## config.mk

```make
export PLATFORM = sky130hd
export DESIGN_NAME = mem_ctrl_flat
export DESIGN_NICKNAME = d
export VERILOG_FILES = /design/src/rtl/mem_ctrl_pkg.sv /design/src/rtl/mem_ctrl_if.sv /design/src/rtl/mem_ctrl.sv /design/src/flat_wrapper.sv
export SDC_FILE = /design/constraint.sdc
export NUM_CORES = 1
export LEC_CHECK = 0
export CAP_MARGIN = 20
export CORE_MARGIN = 1
export CORE_UTILIZATION = 50
export CTS_BUF_LIST = sky130_fd_sc_hd__clkbuf_2
export DETAILED_ROUTE_END_ITERATION = 12
export PLACE_DENSITY_LB_ADDON = 0.2
export SLEW_MARGIN = 20
export SYNTH_ARGS = -nofsm -noshare
export SYNTH_HDL_FRONTEND = slang
export SYNTH_SLANG_ARGS = --single-unit
```

## constraint.sdc

```tcl
create_clock -name clk -period 4.9 [get_ports clk]
set_input_delay 1.47 -clock clk [delete_from_list [all_inputs] [get_ports clk]]
set_output_delay 1.47 -clock clk [all_outputs]
set_load 0.005 [all_outputs]
```

## src/rtl/mem_ctrl_pkg.sv

```systemverilog
// Shared constants and types for the memory controller: bus widths, mem_len
// codes, IO address select and controller states.
package mem_ctrl_pkg;
  localparam int AddrLen = 32;
  localparam int InstLen = 32;
  localparam logic [InstLen-1:0] ZERO_WORD = '0;

  localparam logic [1:0] MEM_LEN_B = 2'b00;
  localparam logic [1:0] MEM_LEN_H = 2'b01;
  localparam logic [1:0] MEM_LEN_W = 2'b10;

  // addr[17:16] == 2'b11 selects the IO space (UART)
  localparam int         IO_SEL_HI = 17;
  localparam int         IO_SEL_LO = 16;
  localparam logic [1:0] IO_SEL    = 2'b11;

  typedef enum logic [1:0] {IDLE, BUSY, DONE} state_e;

  function automatic logic [2:0] len_bytes(input logic [1:0] len);
    case (len)
      MEM_LEN_B: len_bytes = 3'd1;
      MEM_LEN_H: len_bytes = 3'd2;
      default:   len_bytes = 3'd4;
    endcase
  endfunction
endpackage

```

## src/rtl/mem_ctrl_if.sv

```systemverilog
// Request/response and RAM-bus signals of the memory controller.
// slave = controller side, master = fetch/mem stage + RAM/IO side.
interface mem_ctrl_if;
  import mem_ctrl_pkg::*;

  logic               rdy;
  logic               jump_or_not;
  logic               if_request;
  logic [AddrLen-1:0] if_addr;
  logic [InstLen-1:0] if_inst_o;
  logic               if_enable;
  logic               mem_request;
  logic               mem_we;
  logic [AddrLen-1:0] mem_addr;
  logic [1:0]         mem_len;
  logic [31:0]        mem_wdata;
  logic [31:0]        mem_rdata;
  logic               mem_enable;
  logic [7:0]         ram_din;
  logic [7:0]         ram_dout;
  logic [AddrLen-1:0] ram_a;
  logic               ram_wr;
  logic               io_buffer_full;

  modport slave (
    input  rdy, jump_or_not, if_request, if_addr, mem_request, mem_we,
           mem_addr, mem_len, mem_wdata, ram_din, io_buffer_full,
    output if_inst_o, if_enable, mem_rdata, mem_enable, ram_dout, ram_a, ram_wr
  );

  modport master (
    output rdy, jump_or_not, if_request, if_addr, mem_request, mem_we,
           mem_addr, mem_len, mem_wdata, ram_din, io_buffer_full,
    input  if_inst_o, if_enable, mem_rdata, mem_enable, ram_dout, ram_a, ram_wr
  );
endinterface

```

## src/rtl/mem_ctrl.sv

```systemverilog
// Byte-serial memory controller: sequences 1/2/4 byte RAM accesses for fetch and
// memory stage. Define UART_FULL_CHECK_EN to stall IO writes while the UART FIFO is full.
module mem_ctrl
  import mem_ctrl_pkg::*;
(
  input logic       clk,
  input logic       rst,
  mem_ctrl_if.slave bus
);
  state_e             state, state_nx;
  logic               is_mem, we;
  logic [AddrLen-1:0] addr, cur_a;
  logic [3:0][7:0]    wbytes, lanes;
  logic [2:0]         n, cnt;
  logic               cap_vld;
  logic [1:0]         cap_idx;
  logic               accept, issuing, stall, fire, cancel;

  always_comb begin
    cur_a   = addr + AddrLen'(cnt);
    issuing = (state == BUSY) && (cnt < n);
`ifdef UART_FULL_CHECK_EN
    stall   = we && (cur_a[IO_SEL_HI:IO_SEL_LO] == IO_SEL) && bus.io_buffer_full;
`else
    stall   = 1'b0;
`endif
    fire    = issuing && bus.rdy && !stall;
    cancel  = !is_mem && bus.jump_or_not;
    accept  = (state == IDLE) && bus.rdy &&
              (bus.mem_request || (bus.if_request && !bus.jump_or_not));
  end

  always_comb begin
    state_nx       = state;
    bus.ram_a      = '0;
    bus.ram_dout   = '0;
    bus.ram_wr     = 1'b0;
    bus.if_enable  = 1'b0;
    bus.if_inst_o  = ZERO_WORD;
    bus.mem_enable = 1'b0;
    bus.mem_rdata  = '0;
    case (state)
      IDLE: if (accept) state_nx = BUSY;
      BUSY: begin
        if (cancel)                                state_nx = IDLE;
        else if (fire && we && cnt == n - 3'd1)    state_nx = DONE;
        // loads finish once every byte is issued and the last one is landing
        else if (!we && cnt == n && bus.rdy)       state_nx = DONE;
      end
      DONE:    state_nx = IDLE;
      default: state_nx = IDLE;
    endcase
    if (issuing) begin
      bus.ram_a = cur_a;
      if (we) bus.ram_dout = wbytes[cnt[1:0]];
    end
    bus.ram_wr = fire && we;
    if (state == DONE) begin
      if (is_mem) begin
        bus.mem_enable = 1'b1;
        bus.mem_rdata  = lanes;
      end else if (!bus.jump_or_not) begin
        bus.if_enable  = 1'b1;
        bus.if_inst_o  = lanes;
      end
    end
  end

  always_ff @(posedge clk) begin
    if (rst) begin
      state   <= IDLE;
      is_mem  <= 1'b0;
      we      <= 1'b0;
      addr    <= '0;
      wbytes  <= '0;
      n       <= '0;
      cnt     <= '0;
      cap_vld <= 1'b0;
      cap_idx <= '0;
      lanes   <= '0;
    end else begin
      state   <= state_nx;
      cap_vld <= fire && !we;
      if (fire) begin
        cnt     <= cnt + 3'd1;
        cap_idx <= cnt[1:0];
      end
      if (cap_vld) lanes[cap_idx] <= bus.ram_din;
      // accept last so a stale capture from a cancelled fetch cannot leak in
      if (accept) begin
        is_mem <= bus.mem_request;
        we     <= bus.mem_request && bus.mem_we;
        addr   <= bus.mem_request ? bus.mem_addr : bus.if_addr;
        wbytes <= bus.mem_wdata;
        n      <= bus.mem_request ? len_bytes(bus.mem_len) : 3'd4;
        cnt    <= '0;
        lanes  <= '0;
      end
    end
  end
endmodule

```

## src/flat_wrapper.sv

```systemverilog
// flat-port wrapper written by rule: the top's interface ports become plain ports
module mem_ctrl_flat import mem_ctrl_pkg::*;
  (clk, rst, bus_rdy, bus_jump_or_not, bus_if_request, bus_if_addr, bus_mem_request, bus_mem_we, bus_mem_addr, bus_mem_len, bus_mem_wdata, bus_ram_din, bus_io_buffer_full, bus_if_inst_o, bus_if_enable, bus_mem_rdata, bus_mem_enable, bus_ram_dout, bus_ram_a, bus_ram_wr);
  mem_ctrl_if bus_i ();
  input logic clk;
  input logic rst;
  input wire logic [$bits(bus_i.rdy)-1:0] bus_rdy;
  input wire logic [$bits(bus_i.jump_or_not)-1:0] bus_jump_or_not;
  input wire logic [$bits(bus_i.if_request)-1:0] bus_if_request;
  input wire logic [$bits(bus_i.if_addr)-1:0] bus_if_addr;
  input wire logic [$bits(bus_i.mem_request)-1:0] bus_mem_request;
  input wire logic [$bits(bus_i.mem_we)-1:0] bus_mem_we;
  input wire logic [$bits(bus_i.mem_addr)-1:0] bus_mem_addr;
  input wire logic [$bits(bus_i.mem_len)-1:0] bus_mem_len;
  input wire logic [$bits(bus_i.mem_wdata)-1:0] bus_mem_wdata;
  input wire logic [$bits(bus_i.ram_din)-1:0] bus_ram_din;
  input wire logic [$bits(bus_i.io_buffer_full)-1:0] bus_io_buffer_full;
  output wire logic [$bits(bus_i.if_inst_o)-1:0] bus_if_inst_o;
  output wire logic [$bits(bus_i.if_enable)-1:0] bus_if_enable;
  output wire logic [$bits(bus_i.mem_rdata)-1:0] bus_mem_rdata;
  output wire logic [$bits(bus_i.mem_enable)-1:0] bus_mem_enable;
  output wire logic [$bits(bus_i.ram_dout)-1:0] bus_ram_dout;
  output wire logic [$bits(bus_i.ram_a)-1:0] bus_ram_a;
  output wire logic [$bits(bus_i.ram_wr)-1:0] bus_ram_wr;
  assign bus_i.rdy = bus_rdy;
  assign bus_i.jump_or_not = bus_jump_or_not;
  assign bus_i.if_request = bus_if_request;
  assign bus_i.if_addr = bus_if_addr;
  assign bus_i.mem_request = bus_mem_request;
  assign bus_i.mem_we = bus_mem_we;
  assign bus_i.mem_addr = bus_mem_addr;
  assign bus_i.mem_len = bus_mem_len;
  assign bus_i.mem_wdata = bus_mem_wdata;
  assign bus_i.ram_din = bus_ram_din;
  assign bus_i.io_buffer_full = bus_io_buffer_full;
  assign bus_if_inst_o = bus_i.if_inst_o;
  assign bus_if_enable = bus_i.if_enable;
  assign bus_mem_rdata = bus_i.mem_rdata;
  assign bus_mem_enable = bus_i.mem_enable;
  assign bus_ram_dout = bus_i.ram_dout;
  assign bus_ram_a = bus_i.ram_a;
  assign bus_ram_wr = bus_i.ram_wr;
  mem_ctrl u_core (.clk(clk), .rst(rst), .bus(bus_i));
endmodule
```

* Word level (Yosys, flattened, before mapping)
Index checks and enable logic that the tools add are counted.
** Word-level totals
- Register bits after elaboration :: 109
- Output and inout bits :: 107
** Operators by class
- Add/sub/neg operators :: 3
- Order comparisons :: 4
- Equality and inequality tests :: 7
- Muxes and demuxes :: 26
- Reductions and logical operators :: 21
** Operators by type and width (count)
- $mux W32 :: 7
- $add A32 B3 Y32 :: 1
- $bwmux W32 :: 1
- $mux W8 :: 4
- $bmux W8 S2 :: 1
- $demux W8 S2 :: 1
- $logic_and A1 B1 Y1 :: 13
- $mux W2 :: 4
- $eq A3 B3 Y1 :: 2
- $lt A2 B3 Y1 const B :: 2
- $pmux W3 S2 :: 1
- $mux W1 :: 5
- $eq A2 B1 Y1 const B :: 2
- $logic_not A2 Y1 :: 2
- $ne A4 B3 Y1 const B :: 1
- $pmux W2 S2 :: 1
- $add A3 B1 Y3 const B :: 1
- $logic_not A1 Y1 :: 3
- $lt A3 B3 Y1 :: 1
- $mux W3 :: 1
- $sub A3 B1 Y3 const B :: 1
- $eq A2 B2 Y1 const B :: 1
- $ge A2 B1 Y1 const B :: 1
- $ne A2 B1 Y1 const B :: 1
- 3 further kinds :: 3

* Depth between registers and ports, before layout
Gate-level depths: netlist (run 1).
- Depth after elaboration :: 8
- Depth in mapped cells :: 8
- Mapped depth without buffers :: 6

* Worst setup path before layout (run 1)
No wires, ideal clock.
- Path kind :: in2out
- From :: in bus_jump_or_not
- To :: out bus_if_inst_o[22]
- Arrival time :: 2.395 ns
- Data required time :: 3.430 ns
- Path slack :: 1.035 ns
- Stages on the path :: 3
- Cells stage by stage :: nor4b_1 > clkbuf_1 > and2_1
** On the way
- Word-level cells in the longest chain between the ends :: 3
** Ends and longest elaborated chain
- start, declared :: RTL line flat_wrapper.sv:8 : input wire logic [$bits(bus_i.jump_or_not)-1:0] bus_jump_or_not;
- $mux W32 :: RTL line mem_ctrl.sv:62 : end else if (!bus.jump_or_not) begin
- $mux W32 :: RTL line mem_ctrl.sv:59 : if (is_mem) begin
- $mux W32 :: RTL line mem_ctrl.sv:58 : if (state == DONE) begin
- end, declared :: RTL line flat_wrapper.sv:18 : output wire logic [$bits(bus_i.if_inst_o)-1:0] bus_if_inst_o;
Every way passes these cells.

* Worst setup path in the final report (run 1)
- From :: reg u_core.cnt[2]
- To :: out bus_ram_a[18]
** On the way
- Word-level cells in the longest chain between the ends :: 3
- Elaborated cells between the ends (all ways) :: 4
** Ends and longest elaborated chain
- start, declared :: RTL line mem_ctrl.sv:14 : logic [2:0] n, cnt;
- start signal, assigned :: RTL line mem_ctrl.sv:85 : cnt <= cnt + 3'd1;
- branches (longest 2 deep; another with $add A32 B3 Y32)
- $mux W32 * :: RTL line mem_ctrl.sv:53 : if (issuing) begin
- end, declared :: RTL line flat_wrapper.sv:23 : output wire logic [$bits(bus_i.ram_a)-1:0] bus_ram_a;
Mark *: on every way between the ends.

==> results of run 1 <==
-- layout by cell type (no fill, tap or decap), types with 2 or more instances in the layout --
cell type	synthesis	routed
o21ai_0	6	6
a21oi_1	59	59
nand2b_1	2	2
inv_8	0	2
dfxtp_1	109	107
mux2i_1	69	69
or3_1	9	9
dfxtp_2	0	2
xor2_1	2	2
xnor2_1	9	9
nor4_1	5	5
buf_4	0	12
clkbuf_2	0	10
nor2b_1	12	12
nor3_1	3	3
buf_2	1	2
nor2_1	78	78
nor3b_2	0	2
o31ai_1	16	16
nand3_1	19	19
and4_1	2	2
a22oi_1	3	3
or4_1	12	12
nand3b_1	2	2
nand2_1	76	75
inv_1	15	15
clkinv_4	0	2
nand4_1	11	11
clkdlybuf4s50_1	0	217
and2_1	65	64
a211oi_1	35	35
ha_1	8	8
and3_1	3	3
mux4_2	8	8
-- cell families (layout without fill, tap and decap cells) --
| group | Yosys count | in the layout | share of synthesized area, % |
|---|---|---|---|
| flops | 109 | 109 | 36.9 |
| simple gates | 312 | 312 | 26.9 |
| xor+xnor | 11 | 11 | 1.63 |
| compound gates | 126 | 126 | 13.3 |
| mux | 77 | 77 | 14.7 |
| fa+ha+maj | 9 | 9 | 2.03 |
| buf+inv | 68 | 263 | 4.59 |
-- per-stage QoR --
step / total power [µW] / cells / setup slack [ps] / cell area, µm²
4_1_cts: 1720 / 1050 / 99.1 / 8330
5_1_grt: 1800 / 1050 / 8.69 / 8340
3_3_place_gp: 1260 / 1032 / 347 / 8170
6_report: 1710 / 1050 / 165 / 8340
3_5_place_dp: 1270 / 1032 / 248 / 8170
2_1_floorplan: 1130 / 712 / 1040 / 5920
-- cell type report --
class / instances / area, µm²
Multi-Input combinational cell: 535 / 3500
Fill cell: 920 / 3130
Timing Repair Buffer: 232 / 2290
Sequential cell: 109 / 2180
Tap cell: 143 / 179
Clock inverter: 6 / 78.8
Inverter: 15 / 56.3
Clock buffer: 10 / 50.0
-- where the power goes --
| part | leakage (µW) | internal [µW] | total (µW) | switching (µW) |
|---|---|---|---|---|
| sequential | 0.000890 | 933 | 973 | 40.4 |
| clock | 0.0000805 | 133 | 452 | 320 |
| combinational | 0.00212 | 154 | 289 | 135 |
-- critical path: cells and delay by family (launching register included) --
family | cells | cell delay, ps
adders and majority gates | 1 | 400
buffers and inverters | 2 | 730
and+or+nand+nor | 2 | 740
DFF | 1 | 450
AOI/OAI and AO/OA | 2 | 360
-- layer usage --
layer,share of wire (%),vias to the layer above,routed length (µm)
met2,51,229,8310
met1,42,2698,6850
met5,0,-,0
li1,-,2880,-
met3,5.8,31,962
met4,2.0,0,331
-- registers in the layout, summed over array words and instances (netlist names) --
signal and flops:
u_core.addr 32, u_core.cap_idx 2, u_core.cap_vld 1, u_core.cnt 3, u_core.is_mem 1, u_core.lanes 32, u_core.n 3, u_core.state 2
u_core.wbytes 32, u_core.we 1
-- repair_timing --
| action | in CTS | in global routing |
|---|---|---|
| resized for setup | 0 | 4 |
| hold buffers | 0 | 0 |
| setup endpoints to repair | 7 | 14 |
| pin swaps | 1 | 0 |
| buffers inserted | 2 | 0 |
-- worst max path at each step --
stage | start | to | slack (ps) | cells past startpoint
after floorplan | bus_jump_or_not | bus_if_inst_o[22] | 1040 | 3
after global placement | bus_jump_or_not | bus_if_inst_o[2] | 350 | 5
after detailed placement | bus_jump_or_not | bus_if_inst_o[11] | 250 | 5
after CTS | u_core.cnt[2] | bus_ram_a[23] | 100 | 6
after global routing | u_core.addr[17] | bus_ram_a[23] | 9 | 5
final | u_core.cnt[2] | bus_ram_a[18] | 160 | 7
==> flow_summary_export.csv, run 1 <==
group,metric,value,unit
setup_path,reg2reg_to,"u_core.cap_vld",
power,cellLeakagePower,0.00309,µW
floorplanning,core_area,0.0115,mm²
setup_path,path_class,"reg -> out",
clock_network,cts_root_buffer,"clkbuf_2",
layout,drive_gt1_share,6.17,%
floorplanning,row_count,39,
global_route,overflow,0,
min_path,hold_path_depth,2,
sta,setup_viol,0,
sta,slew-limit-headroom,32.7,%
status,status,"complete, no violations",
logic_synthesis,yosys-top-cells-area,"dfxtp_1, mux2i_1, and2_1",
logic_synthesis,synth-edff-count,0,
logic_synthesis,synth_warnings,0,
min_path,min_to,"u_core.wbytes[7]",
global_route,met1_usage,31.3,%
placed_design,io_buffer_count,219,
min_path,hold_class,"reg -> reg",
layout,area_growth_syn_to_layout,40.9,%
route,drc,0,
route,route.detailed.wl_per_inst,15.7,µm
setup_path,required,3430,ps
setup_path,cpPeakStageDelay,600,ps
setup_path,reg2reg_depth,7,
setup_path,crit_slowest_cell,"or4_2",
global_route,grt_usage,26.3,%
sta,clock_skew,29.3,ps
logic_synthesis,yosys-top-cells-count,"dfxtp_1, nor2_1, nand2_1",
sta,finalMaxSlewViolations,0,
route,drtAntennaViolNets,0,
floorplanning,die_area,0.0123,mm²
floorplanning,die_x,111,µm
sta,period_needed,4740,ps
power,max-vdd-ir-drop,0.143,mV
route,drtIter0Drc,391,
route,drt_first_pass_iters,5,
global_route,grt.met3_usage,4.59,%
global_route,busiest_layer,"met2",
logic_synthesis,synthArstFlopShare,0,%
setup_path,critPathLaunchType,"flop",
clock_network,cts_buffer_depth,2,
clock_network,clk_pin_slew,290,ps
route,wirelength,16.5,mm
logic_synthesis,synth_area,0.00592,mm²
global_route,grt_pass1_vias,5475,
clock_network,htree_levels,3,
logic_synthesis,synth.most_common_cell,"dfxtp_1",
layout,utilization,72.7,%
placed_design,globalplace.congestion,0.803,
logic_synthesis,synth_nets,835,
clock_network,cts_buffers,9,
flow_run,drv_cap,0,
global_route,grtUsageMet2,47.7,%
route,num_vias,5838,
layout,fin_nets,1025,
logic_synthesis,ys_seq_area_share,36.9,%
floorplanning,initial_core_util,51.6,%
logic_synthesis,synth_ff_type,"dfxtp_1",
logic_synthesis,avgSynthCellArea,8.32,µm²
min_path,min-delay-start,"u_core.wbytes[7]",
sta,fin_tns_setup,0,ps
setup_path,r2r_start,"u_core.cnt[1]",
placed_design,post-dp-hpwl,12.2,mm
global_route,antenna_found_initial,0,
sta,fin_hold_ws,473,ps
setup_path,rrSetupSlack,2890,ps
clock_network,cts_tree,"done",
logic_synthesis,ys_ff_latch,109,
clock_network,clock_latency,600,ps
sta,fin_crit_sh,96.6,%
setup_path,worstSetupEndpointType,"output pin",
sta,hold_viol,0,
setup_path,arrival,3270,ps
setup_path,crit_fanout,15,
clock_network,cts.sinks,109,
sta,worst_pin_slew,1010,ps
global_route,grt_max_degree,99,
logic_synthesis,yosysUniqueCellTypes,49,
layout,diodes,0,
logic_synthesis,netlist_instances,712,
floorplanning,ioPinCount,221,
floorplanning,die_h,111,µm
route,vias_per_cell,5.56,
logic_synthesis,yosysTopAreaCell,"dfxtp_1",
global_route,grt_pass1_wl,26.5,mm
sta,max_clock_freq,211,MHz
logic_synthesis,synth_top_area_share,36.9,%
power,power.density,206,mW/mm²
sta,rsz0062_at_grt,"no",
setup_path,crit_path_cell_trace,"ha_1, a21o_2, nand4_1, buf_12, or4_2, a21oi_1, clkdlybuf4s50_1",
No activity file was read; power rests on OpenSTA's default activity.
==> run 2: changes to the inputs <==
- CORE_UTILIZATION: 50 -> 37
==> run 2 against run 1 <==
  * Worst setup slack better by 76 ps
  * Cell count up 6.8%
  * Non-clock buffer count is 2 higher
  * Register-to-register slack about the same
  * Global-route usage is 6.8 points lower
  * Count of clock-buffer cells in the layout fell by 1
  * Worst hold slack lost 1.7 ps
  * Die area grew 34%
  * Wire length decreased by 3.0%
  * Sequential power hardly changed
  * Utilization down 18 points
  * Sequential share of layout area down 0.33 points
  * Critical path type unchanged
  * Largest cell class unchanged
  * Largest power group unchanged
==> flow_summary_export.csv, run 2 (synthesized netlist as in run 1, its figures left out) <==
group,metric,value,unit
setup_path,r2r_start,"u_core.cnt[1]",
route,drtIter0Drc,293,
power,max-vdd-ir-drop,0.106,mV
floorplanning,die_x,129,µm
min_path,min-delay-start,"u_core.wbytes[28]",
clock_network,cts.sinks,109,
layout,area_growth_syn_to_layout,42.7,%
min_path,hold_path_depth,2,
setup_path,critPathTopFamily,"simple AND/OR/NAND/NOR gates",
setup_path,path_class,"reg -> out",
global_route,grt.met3_usage,3.99,%
sta,max_clock_freq,215,MHz
min_path,hold_class,"reg -> reg",
placed_design,post-dp-hpwl,11.6,mm
global_route,busiest_layer,"met2",
route,num_vias,5584,
sta,clock_skew,22.8,ps
global_route,grt_pass1_wl,25.6,mm
setup_path,rrSetupSlack,2880,ps
power,cellLeakagePower,0.00311,µW
route,drc,0,
clock_network,clk_pin_slew,330,ps
floorplanning,row_count,45,
sta,period_needed,4660,ps
placed_design,globalplace.congestion,0.789,
clock_network,cts_root_buffer,"clkbuf_2",
setup_path,reg2reg_to,"u_core.cap_vld",
setup_path,worstSetupEndpointType,"output pin",
status,status,"complete, no violations",
setup_path,crit_fanout,20,
placed_design,numPlacedInstances,1102,
power,p_total,1660,µW
placed_design,io_buffer_count,219,
layout,ff_latch_area,0.00218,mm²
setup_path,cpPeakStageDelay,540,ps
setup_path,arrival,3190,ps
layout,final_cell_mix,"clkdlybuf4s50_1, dfxtp_1, nor2_1",
placed_design,dpl_worst_slack,261,ps
sta,setup_ws,241,ps
route,route.detailed.wl_per_inst,14.2,µm
layout,final_common_cell,"clkdlybuf4s50_1",
setup_path,crit_slowest_cell,"or4_1",
global_route,met1_usage,25.2,%
global_route,grtUsageMet2,31.7,%
floorplanning,ioPinCount,221,
global_route,overflow,0,
route,vias_per_cell,4.98,
sta,hold_viol,0,
clock_network,cts_buffer_depth,2,
sta,fin_crit_sh,95.1,%
min_path,min_to,"u_core.wbytes[28]",
sta,setup_viol,0,
global_route,grt_pass1_vias,5051,
floorplanning,die_area,0.0165,mm²
setup_path,critPathLaunchType,"flop",
setup_path,critical_path_buf_inv_count,2,
layout,drive_gt1_share,6.60,%
sta,rsz0062_at_grt,"no",
floorplanning,die_h,129,µm
clock_network,clock_latency,610,ps
route,drtAntennaViolNets,0,
route,wirelength,16.0,mm
layout,nFillCells,1539,
global_route,grt_max_degree,53,
sta,slew-limit-headroom,37.0,%
power,power.density,197,mW/mm²
sta,worst_pin_slew,945,ps
clock_network,cts_tree,"done",
layout,reg_top3,"u_core.addr: 32 flops, u_core.lanes: 32 flops, u_core.wbytes: 32 flops",
global_route,grt_usage,19.5,%
route,drt_first_pass_iters,4,
setup_path,reg2reg_depth,6,
sta,fin_hold_ws,471,ps
setup_path,crit_path_cell_trace,"buf_4, ha_1, nand3_1, and2_2, or4_1, a21oi_1, clkdlybuf4s50_1",
layout,finalNonFillerCells,1121,
clock_network,htree_levels,3,
global_route,antenna_found_initial,1,
floorplanning,initial_core_util,38.4,%
floorplanning,core_area,0.0154,mm²
setup_path,required,3430,ps
sta,finalMaxSlewViolations,0,
layout,fin_nets,1027,
layout,multiInputGateArea,0.00351,mm²
clock_network,cts_buffers,9,
flow_run,drv_cap,0,
-- run 2: what timing repair did --
item                       4_1_cts  5_1_grt
hold buffers                     0        0
setup buffers                    2        0
resized for setup                0        8
setup endpoints to repair       11       35
pin swaps                        1        0
-- run 2: worst reg2reg max path, delay by kind of cell, from the launching register on --
| kind | cells | cell delay (ps) |
|---|---|---|
| AOI/OAI and AO/OA | 1 | 300 |
| adders and majority gates | 1 | 280 |
| buffers and inverters | 1 | 260 |
| DFF | 1 | 440 |
| and+or+nand+nor | 3 | 700 |
-- run 2: worst max path at each step --
stage	from	endpoint	slack (ps)	cells past startpoint
finish	u_core.cnt[1]	bus_ram_a[25]	240	7
floorplan	bus_jump_or_not	bus_if_inst_o[22]	1040	3
global placement	bus_jump_or_not	bus_if_inst_o[9]	280	5
global route	u_core.addr[11]	bus_ram_a[23]	9	5
CTS	u_core.cnt[1]	bus_ram_a[28]	-40	7
detailed placement	bus_jump_or_not	bus_if_inst_o[9]	260	5
-- run 2: cell type report --
type                       instances  area share (%)
sequential                       109            25.9
antenna                            1          0.0296
multi-input combinational        535            41.5
clock inverter                     7           0.755
inverter                          15           0.667
clock buffer                       9           0.533
timing repair buffer             234            27.5
tap                              211            3.13
-- run 2: power by group --
group          internal (µW)  switching [µW]
registers                932            39.8
clock network           78.9             323
logic                    156             133
total                   1170             496
-- run 2: per-stage QoR --
step                      area [µm²]  utilization, %  TNS [ps]
after global routing            8450            54.8         0
after CTS                       8420            54.6     -72.2
after detailed placement        8290            53.7         0
after floorplan                 5920               -         0
final                           8450            54.8         0
after global placement          8290            53.7         0
-- run 2: per-layer routing --
layer | vias up | wire, µm
li1 | 2898 | -
met1 | 2512 | 7230
met2 | 160 | 7430
met3 | 14 | 1020
met4 | 0 | 274
met5 | - | 0
==> run 3: changes to the inputs <==
- ABC_CLOCK_PERIOD_IN_PS: default -> 4900
- RECOVER_POWER: default -> 50
==> run 3 against run 2 <==
  * The flow now finishes with violations (max-capacitance violations, max-slew violations)
  * Clock skew rose by 6.3 ps
  * Sequential share of layout area rose by 0.096 points
  * Worst setup slack got worse by 76 ps
  * Cell count did not move
  * Critical path depth fell by 2
  * Utilization fell by 0.20 points
  * Clock power barely moved
  * Combinational power barely moved
  * Highest routed layer unchanged
  * Die area did not move
==> flow_summary_export.csv, run 3 (synthesized netlist as in run 1, its figures left out) <==
group,metric,value,unit
status,status,"finished with violations",
status,violations,"max-capacitance violations, max-slew violations",
sta,period_needed,4740,ps
floorplanning,row_count,45,
power,max-vdd-ir-drop,0.106,mV
global_route,met1_usage,25.2,%
setup_path,required,3430,ps
route,drc,0,
setup_path,critPathLaunchType,"input pin",
clock_network,cts_buffers,9,
clock_network,cts_buffer_depth,2,
global_route,antenna_found_initial,1,
layout,reg_top3,"u_core.addr: 32 flops, u_core.lanes: 32 flops, u_core.wbytes: 32 flops",
route,drt_first_pass_iters,5,
placed_design,io_buffer_count,219,
layout,drive_gt1_share,6.16,%
setup_path,path_class,"in -> out",
floorplanning,core_area,0.0154,mm²
sta,rsz0062_at_grt,"no",
global_route,grt_pass1_wl,25.6,mm
clock_network,clock_latency,620,ps
clock_network,clk_pin_slew,330,ps
setup_path,worstSetupEndpointType,"output pin",
floorplanning,die_area,0.0165,mm²
route,route.detailed.wl_per_inst,14.3,µm
global_route,overflow,0,
global_route,grt_max_degree,53,
setup_path,crit_fanout,33,
setup_path,r2r_start,"u_core.state[0]",
sta,hold_viol,0,
route,num_vias,5610,
sta,clock_skew,29.2,ps
power,switchingPower,497,µW
clock_network,cts_root_buffer,"clkbuf_2",
route,drtAntennaViolNets,0,
clock_network,htree_levels,3,
sta,slew-limit-headroom,-49.6,%
floorplanning,die_x,129,µm
global_route,grtUsageMet2,31.7,%
flow_run,drv_cap,1,
sta,finalMaxSlewViolations,51,
min_path,min-delay-start,"u_core.wbytes[18]",
layout,final_common_cell,"clkdlybuf4s50_1",
clock_network,cts_tree,"done",
power,netSwitchingFraction,29.9,%
layout,ff_latch_area,0.00218,mm²
setup_path,startpoint,"bus_jump_or_not",
layout,final_cell_mix,"clkdlybuf4s50_1, dfxtp_1, nor2_1",
floorplanning,ioPinCount,221,
sta,max_clock_freq,211,MHz
power,clkPwrFrac,24.3,%
power,cellLeakagePower,0.00310,µW
layout,fin_nets,1027,
floorplanning,initial_core_util,38.4,%
power,seqPwrFrac,58.5,%
sta,fin_crit_sh,96.6,%
power,intPower,1170,µW
placed_design,numPlacedInstances,1102,
min_path,hold_class,"reg -> reg",
sta,worst_pin_slew,2240,ps
route,vias_per_cell,5.00,
sta,fin_hold_ws,471,ps
floorplanning,die_h,129,µm
setup_path,arrival,3270,ps
sta,setup_viol,0,
global_route,busiest_layer,"met2",
layout,area_growth_syn_to_layout,42.1,%
route,drtIter0Drc,281,
power,power_frac_comb,17.2,%
layout,nFillCells,1541,
clock_network,cts.sinks,109,
route,wirelength,16.0,mm
placed_design,post-dp-hpwl,11.6,mm
global_route,grt.met3_usage,3.99,%
layout,multiInputGateArea,0.00350,mm²
layout,finalNonFillerCells,1121,
placed_design,globalplace.congestion,0.789,
power,power.density,198,mW/mm²
global_route,grt_usage,19.5,%
global_route,grt_pass1_vias,5051,
## run 3: worst paths after layout
kind | to | slack, ps | cells after the start
worst max register to register | u_core.addr[3] | 1870 | 5
worst min-delay path | u_core.wbytes[18] | 470 | 2
worst min register to register | u_core.wbytes[18] | 470 | 2
worst max-delay path | bus_if_inst_o[29] | 160 | 5
## run 3: timing repair
action	4_1_cts	5_1_grt
gates cloned	0	0
setup buffers	2	0
pin swaps	1	0
resized for setup	0	8
endpoints found under the setup margin	11	35
hold buffers	0	0
## run 3: worst max-delay path, cell delays in order
cell,delay (ps)
dlygate4sd3_1,590
nor4b_2,220
buf_4,310
and2_1,170
clkdlybuf4s50_1,500
## run 3: final cells by class
type / count / area share (%)
diodes: 1 / 0.0297
clock buffers: 9 / 0.535
clock inverters: 7 / 0.758
inverters: 15 / 0.669
multi-input cells: 535 / 41.6
flip-flops and latches: 109 / 26.0
well taps: 211 / 3.14
repair buffers: 234 / 27.3
## run 3: power by group through the flow
stage                     combinational (µW)  clock [µW]  sequential (µW)
after detailed placement                 290           0              987
after CTS                                291         429              972
after global routing                     318         461              982
after global placement                   287           0              986
after floorplan                          156           0              976
final                                    286         404              972
## run 3: layer usage
layer	up-vias	wire [µm]
met3	18	970
met4	0	340
met1	2544	7250
met5	-	0
li1	2896	-
met2	152	7420
## run 3: per-stage QoR
| step | total power (µW) | setup TNS, ps | util, % | setup slack [ps] | area [µm²] |
|---|---|---|---|---|---|
| floorplan | 1130 | 0 | - | 1040 | 5920 |
| global placement | 1270 | 0 | 53.7 | 278 | 8290 |
| detailed placement | 1280 | 0 | 53.7 | 261 | 8290 |
| CTS | 1690 | -72.2 | 54.6 | -39.0 | 8420 |
| global route | 1760 | 0 | 54.5 | 9.18 | 8420 |
| finish | 1660 | 0 | 54.5 | 165 | 8420 |
